===== config.mk =====
export PLATFORM = sky130hd
export DESIGN_NAME = pulse_stretch_tx
export DESIGN_NICKNAME = d
export VERILOG_FILES = /design/src/rtl/pulse_tx_pkg.sv /design/src/rtl/sat_updown_cnt.sv /design/src/rtl/pulse_stretch_tx.sv
export SDC_FILE = /design/constraint.sdc
export NUM_CORES = 1
export LEC_CHECK = 0
export ABC_AREA = 1
export BUFFER_PORTS_ARGS = -buffer_cell sky130_fd_sc_hd__buf_2
export CAP_MARGIN = 20
export CORE_AREA = 2 2 39 41
export CTS_CLUSTER_DIAMETER = 200
export DETAILED_ROUTE_END_ITERATION = 12
export DIE_AREA = 0 0 41 43
export GPL_TIMING_DRIVEN = 0
export PLACE_DENSITY = 0.68
export SLEW_MARGIN = 15
export SYNTH_ARGS = -nofsm -noshare
export SYNTH_HDL_FRONTEND = slang
export SYNTH_SLANG_ARGS = --single-unit

===== constraint.sdc =====
create_clock -name clk -period 1.87 [get_ports clk]
set_input_delay 0.2805 -clock clk [delete_from_list [all_inputs] [get_ports clk]]
set_output_delay 0.2805 -clock clk [all_outputs]
set_load 0.02 [all_outputs]

===== src/rtl/pulse_tx_pkg.sv =====
// Shared definitions for the pulse stretcher: FSM state encoding and the
// helper that sizes the per-phase cycle counter.
package pulse_tx_pkg;

   typedef enum logic [1:0] {
      IDLE = 2'b00,
      HIGH = 2'b01,
      GAP  = 2'b10
   } pulseState_t;

   // The counter holds (phase length - 1), so clog2 of the longest phase suffices.
   function automatic int cntWidth(input int highCyc, input int gapCyc);
      int longest;
      longest = (highCyc > gapCyc) ? highCyc : gapCyc;
      return (longest < 2) ? 1 : $clog2(longest);
   endfunction

endpackage


===== src/rtl/sat_updown_cnt.sv =====
// Saturating up/down counter for queued requests; a simultaneous inc and dec
// cancel out, and an inc that cannot be stored is flagged as dropped.
module sat_updown_cnt #(
   parameter int W = 4
) (
   input  logic         clk,
   input  logic         rst_n,
   input  logic         inc,
   input  logic         dec,
   output logic [W-1:0] count,
   output logic         full,
   output logic         dropped
);

   logic [W-1:0] r_count;

   assign count   = r_count;
   assign full    = (r_count == {W{1'b1}});
   assign dropped = inc & ~dec & full;

   always_ff @(posedge clk or negedge rst_n) begin
      if (!rst_n) begin
         r_count <= '0;
      end else if (inc && !dec && !full) begin
         r_count <= r_count + W'(1);
      end else if (dec && !inc && (r_count != '0)) begin
         r_count <= r_count - W'(1);
      end
   end

endmodule


===== src/rtl/pulse_stretch_tx.sv =====
// Turns one-clock request pulses into registered HIGH_CYC-wide pulses separated
// by at least GAP_CYC low cycles, queueing requests that arrive while busy.
module pulse_stretch_tx
   import pulse_tx_pkg::*;
#(
   parameter int HIGH_CYC = 4,
   parameter int GAP_CYC  = 2,
   parameter int PEND_W   = 4
) (
   input  logic              clk,
   input  logic              rst_n,
   input  logic              pulse_in,
   input  logic              clr_ovf,
   output logic              asynch_out,
   output logic              busy,
   output logic [PEND_W-1:0] pending,
   output logic              overflow
);

   localparam int CW = cntWidth(HIGH_CYC, GAP_CYC);
   localparam logic [CW-1:0] HIGH_LOAD = CW'(HIGH_CYC - 1);
   localparam logic [CW-1:0] GAP_LOAD  = CW'(GAP_CYC - 1);

   pulseState_t   r_state;
   pulseState_t   w_nextState;
   logic [CW-1:0] r_cnt;
   logic [CW-1:0] w_nextCnt;
   logic          r_out;
   logic          r_ovf;
   logic          w_pendNz;
   logic          w_work;
   logic          w_take;
   logic          w_inc;
   logic          w_dec;
   logic          w_full;
   logic          w_dropped;

   assign w_pendNz = (pending != '0);
   assign w_work   = pulse_in | w_pendNz;

   // A HIGH entry drains the queue first; a live request only bypasses it when empty.
   assign w_dec = w_take & w_pendNz;
   assign w_inc = pulse_in & ~(w_take & ~w_pendNz);

   sat_updown_cnt #(
      .W(PEND_W)
   ) u_pendCnt (
      .clk    (clk),
      .rst_n  (rst_n),
      .inc    (w_inc),
      .dec    (w_dec),
      .count  (pending),
      .full   (w_full),
      .dropped(w_dropped)
   );

   always_comb begin
      w_nextState = r_state;
      w_nextCnt   = r_cnt;
      w_take      = 1'b0;
      case (r_state)
         IDLE: begin
            if (w_work) begin
               w_nextState = HIGH;
               w_nextCnt   = HIGH_LOAD;
               w_take      = 1'b1;
            end
         end
         HIGH: begin
            if (r_cnt == '0) begin
               w_nextState = GAP;
               w_nextCnt   = GAP_LOAD;
            end else begin
               w_nextCnt = r_cnt - CW'(1);
            end
         end
         GAP: begin
            if (r_cnt != '0) begin
               w_nextCnt = r_cnt - CW'(1);
            end else if (w_work) begin
               w_nextState = HIGH;
               w_nextCnt   = HIGH_LOAD;
               w_take      = 1'b1;
            end else begin
               w_nextState = IDLE;
            end
         end
         default: begin
            w_nextState = IDLE;
            w_nextCnt   = '0;
         end
      endcase
   end

   always_ff @(posedge clk or negedge rst_n) begin
      if (!rst_n) begin
         r_state <= IDLE;
         r_cnt   <= '0;
         r_out   <= 1'b0;
      end else begin
         r_state <= w_nextState;
         r_cnt   <= w_nextCnt;
         r_out   <= (w_nextState == HIGH);
      end
   end

   // A drop in the same cycle as a clear leaves the flag set.
   always_ff @(posedge clk or negedge rst_n) begin
      if (!rst_n) begin
         r_ovf <= 1'b0;
      end else if (w_dropped) begin
         r_ovf <= 1'b1;
      end else if (clr_ovf) begin
         r_ovf <= 1'b0;
      end
   end

   assign asynch_out = r_out;
   assign overflow   = r_ovf;
   assign busy       = (r_state != IDLE) | w_pendNz;

endmodule

==> results of run 1 <==
-- through the flow --
| stage | cells | util |
|---|---|---|
| after floorplan | 80 | - |
| after global placement | 106 | 0.4982 |
| after detailed placement | 106 | 0.4982 |
| after CTS | 111 | 0.5316 |
| after global routing | 112 | 0.5515 |
| final | 112 | 0.5515 |
-- per-layer routing --
metal,vias up,GRT usage,routed length (µm)
li1,292,-,-
met3,4,0.03141,48
met1,244,0.2308,583
met4,0,0.08000,25
met2,12,0.2188,525
met5,-,0,0
-- placed cells by master, fill, tap and decap left out, drive strengths merged --
cell type	synthesis	routed
a21oi	6	6
o22ai	1	1
nor3	1	1
nor2	7	7
nand2	23	23
o21ai	4	4
dfrtp	10	10
clkbuf	0	4
fa	1	1
inv	13	13
xor2	1	1
dlygate4sd3	0	1
nand3	8	8
buf	0	11
nand4	3	3
ha	2	2
-- what timing repair did --
| action | 4_1_cts | 5_1_grt |
|---|---|---|
| buffers inserted | 0 | 1 |
| hold endpoints to repair | 10 | 0 |
| gates resized for setup | 0 | 6 |
| setup endpoints to repair | 0 | 1 |
| hold buffers | 1 | 0 |
-- area by class of cell --
cell class / count / share of cell area
Timing Repair Buffer: 12 / 0.08852
Tap cell: 16 / 0.02623
Multi-Input combinational cell: 57 / 0.4361
Sequential cell: 10 / 0.3344
Inverter: 13 / 0.06721
Clock buffer: 4 / 0.04754
-- path summary, 6_finish.rpt --
path / end / cells after the start / from
worst max-delay path: u_pendCnt.count[3]$_DFFE_PN0P_ / 11 / r_cnt[1]$_DFF_PN0_
worst min-delay path: overflow$_DFFE_PN0P_ / 2 / clr_ovf
worst min register to register: overflow$_DFFE_PN0P_ / 2 / overflow$_DFFE_PN0P_
min in group asynchronous: u_pendCnt.count[3]$_DFFE_PN0P_ / 2 / rst_n
worst max register to register: u_pendCnt.count[3]$_DFFE_PN0P_ / 11 / r_cnt[1]$_DFF_PN0_
max in group asynchronous: r_state[1]$_DFF_PN0_ / 2 / rst_n
-- power groups by stage --
stage	clock, W	sequential (W)	combinational, W
detailed placement	0	0.000450	0.000760
global placement	0	0.000444	0.000747
global route	0.000212	0.000484	0.000923
floorplan	0	0.000497	0.000531
CTS	0.000200	0.000447	0.000766
finish	0.000197	0.000464	0.000795
-- logic make-up (layout without fill, tap and decap cells) --
family          Yosys count  in the layout  synth area share
fa+ha+maj                 3              3           0.07272
buf+inv                  13             29           0.08283
simple gates             42             42            0.3172
flops                    10             10            0.4040
xor+xnor                  1              1           0.01414
compound gates           11             11            0.1091
-- worst max-delay path, cell delays in order, from the launching register on --
cell     delay, ps
dfrtp_1        420
nor2_2          90
o21ai_4        170
nand3_4        150
ha_4           310
nand3_1         70
nand3_1         90
inv_1           40
nand3_1        100
nand2_1         60
nand2_1         50
nand2_1         40
-- flip-flops by register name, summed over array words and instances, names as in the netlist --
| signal | count |
|---|---|
| overflow | 1 |
| r_cnt | 2 |
| asynch_out | 1 |
| u_pendCnt.count | 4 |
| r_state | 2 |
==> run metrics, run 1 <==
P_leak just under 0.4 nW; Syn Inst Count 80; Std-Cell Rows 14; worst-margin pin slew 234.6 ps; DRC viols 0; clk slew on worst S/H paths 70 ps; RSZ-0062 raised after global routing false; drt wl/cell between 10 and 15 µm; Multi-input gate area 332.8 µm²; synth warn 0; first-pass GRT wire length 1952 µm; worst path required time between 2000 and 2500 ps; ANT cells 0; vias per inst 4.929; Core ar. 1384 µm²; Fillers ~130; GPL Wtd Cong 0.7549; power density cells about 1900 nW/µm²; post-route setup slack between 150 and 200 ps; worst clock skew 1.818 ps; port bufs 10; fin area around 760 µm²; Initial Util 0.4476; DIE AREA 1763 µm²; combinational share of power 0.546; clock share of power 0.135; Die W a little over 40 µm; Synth area leaders dfrtp_1 40%, nand2_1 13%, nand3_1 5.7%; Final Critical Period approximately 1700 ps; endpoint class of the critical path register; max cap viols 0; Tcrit/Tclk final 0.9095; cell with the most instances after synthesis nand2_1; top cell type's share of synthesized area 0.4040; vias in the first global route 484; register share of total power 0.319; #FFs+latches synth 10; prevailing post-synth register cell dfrtp_1; dpl cell area 689.4 µm²; Worst-Skew Late Latency roughly 260 ps; Post-synth EDFFs 0; crit start category register; GRT overflow 0; WL final 1183 µm; Cell Area, Synth 619.3 µm²; fmax 0.5880 GHz; syn_nets slightly below 90; syn_area_per_cell 7.742 µm²; top post-synthesis cells by count 21 x nand2_1, 10 x dfrtp_1, 9 x inv_1, 7 x nand3_1; FFs w/ async S/R, synth 1.000; Fin. Hold Viols 0; DP Wirelength 877.3 µm; cell accounting for the most synthesized area dfrtp_1; detailed-router iteration count before antenna repair 4; DRT iter0 DRCs 10; area grow syn2layout 23.23%; gr usage total 0.1596; clk root buf clkbuf_4; headroom to the max-slew limit 0.8436; Nets 104; H-tree Lvls 1; WHS 206.8 ps; CTS tree built; dpl ws 64.14 ps; initial antenna violation count 0; Arrival @ worst endpoint 1860 ps; internal power 0.0007620 W; total I/O pin count 11; FF+latch area ~260 µm²; worst vdd ir 0.0007739 V; Num Clock Sinks 10; status finished clean; Worst Hold Class primary input to register; flop2flop setup slack 170 ps; Routed Antenna Nets 0; largest net degree at the start of global routing 11; CP max FO 7; Die H 43 µm; Seq/Total Area, Yosys 0.4040; share of cells above drive strength 1 0.3125; total negative slack 0 ps; Psw about 0.0007 W; via count ~550; max-slew violations 0; Sw Share 0.4767; Max clock buf depth 2; CTS buffer count 3; Pwr Total 0.001456 W; endpoints failing setup 0; WS Path Type register to register; number of library cell types mapped by synthesis 19
Power figures use the tool's default switching activity.
==> run 2: changes to the inputs <==
Clock period 1.87 ns to 1.95 ns, I/O delays scaled along.
==> run metrics, run 2 (same netlist as run 1, synthesis figures left out) <==
status finished clean; commonest non-fill, non-tap cell in the layout nand2_1; Most Frequent Cell on Critical Path nand3_1; Pwr Total 0.001366 W; CP Buf/Inv Count 1; Die W 41 µm; GRT overflow 0; initial antenna violation count 0; total I/O pin count 11; Arrival @ worst endpoint approximately 1900 ps; Max clock buf depth 2; WL final around 1200 µm; CP max FO 7; endpoint class of the critical path register; DRT iter0 DRCs 11; Routed Antenna Nets 0; crit start category register; H-tree Lvls 1; Num Clock Sinks 10; port bufs 10; crit path cell chain nand4_1, nand3_4, ha_1, nand3_1, nand3_1, inv_1, nand3_1, nand3_1, nand2_1; CTS tree built; WHS 218.1 ps; vias per inst between 4 and 5; worst-margin pin slew 282.5 ps; headroom to the max-slew limit 0.8110; detailed-router iteration count before antenna repair 4; Worst path slowest cell dfrtp_1; endpoints failing setup 0; Final Critical Period around 1700 ps; Initial Util 0.4476; max cap viols 0; Die H 43 µm; clk root buf clkbuf_4; drt wl/cell between 10 and 15 µm; area grow syn2layout 21.01%; Fin. Hold Viols 0; clk slew on worst S/H paths 70 ps; worst clock skew 4.300 ps; share of cells above drive strength 1 0.2632; DIE AREA 1763 µm²; dpl cells 106; Core ar. 1384 µm²; gr usage total 0.1596; DP Wirelength 877.3 µm; WS Path Type register to register; via count 537; Tcrit/Tclk final 0.8967; DRC viols 0; worst path required time 2120 ps; Largest register FFs 4; RSZ-0062 raised after global routing false; fmax about 0.57 GHz; CP top delay family simple AND/OR/NAND/NOR gates; total negative slack 0 ps; Nets 103; Worst Hold Class primary input to register; Worst-Skew Late Latency 270 ps; most frequent cells in the layout 21 x nand2_1, 10 x buf_2, 9 x inv_1, 9 x dfrtp_1, 7 x nand3_1; Std-Cell Rows 14; GPL Wtd Cong 0.7549; max-slew violations 0; first-pass GRT wire length 1952 µm; worst vdd ir 0.0007377 V; ANT cells 0; Critical Path Max Stage Delay 490 ps; Layout Cells excl Fill 111; vias in the first global route 484; P_leak 0.3893 nW; largest net degree at the start of global routing 11; CTS buffer count 3; power density cells 1823 nW/µm²
==> run 2: layout make-up <==
class,count,area [µm²]
Fill cell,128,634.4
Multi-Input combinational cell,57,330.3
Sequential cell,10,251.5
Timing Repair Buffer,11,60.06
Inverter,13,51.30
Clock buffer,4,36.28
Tap cell,16,20.02
==> run 2: repair_timing <==
action | in CTS | in global routing
buffers inserted | 0 | 0
endpoints found under the hold margin | 10 | 0
setup endpoints to repair | 0 | 1
resized for setup | 0 | 2
hold buffers | 1 | 0
==> run 2: where the power goes <==
| part | internal, W | switching (W) | total [W] |
|---|---|---|---|
| Combinational | 0.000287 | 0.000454 | 0.000741 |
| Sequential | 0.000308 | 0.000126 | 0.000434 |
| Clock | 0.000113 | 0.0000773 | 0.000191 |
==> run 2: worst paths after layout <==
kind                                                   to  slack (ps)                            from  depth (start not counted)
max in group asynchronous            r_state[1]$_DFF_PN0_        1330                           rst_n                          2
setup / recovery           u_pendCnt.count[3]$_DFFE_PN0P_         200  u_pendCnt.count[0]$_DFFE_PN0P_                          9
min in group asynchronous  u_pendCnt.count[3]$_DFFE_PN0P_         400                           rst_n                          2
hold / removal                       overflow$_DFFE_PN0P_         220                         clr_ovf                          2
hold reg to reg                        r_cnt[0]$_DFF_PN0_         530              r_cnt[0]$_DFF_PN0_                          1
setup reg to reg           u_pendCnt.count[3]$_DFFE_PN0P_         200  u_pendCnt.count[0]$_DFFE_PN0P_                          9
==> run 2: through the flow <==
step	util	setup WS [ps]	instance area [µm²]
floorplan	-	184.0	619.3
finish	0.5416	201.4	749.5
global placement	0.4982	161.2	689.4
detailed placement	0.4982	144.1	689.4
CTS	0.5316	131.3	735.7
global route	0.5416	40.93	749.5
==> run 2: routing by layer <==
metal  track usage  wire length (µm)  part of all wire  vias to the layer above
met5             0                 0                 0                        -
met4       0.08000                26             0.023                        0
met3       0.03141                43             0.037                        4
met2        0.2188               493              0.43                        8
met1        0.2308               588              0.51                      234
li1              -                 -                 -                      291
==> run 2: worst register-to-register path, delay by kind of cell, from the launching register on <==
kind                     cells  cell delay (ps)
adder cells (fa/ha/maj)      1              250
AND/OR/NAND/NOR              7              840
flip-flops                   1              490
buffers and inverters        1               60
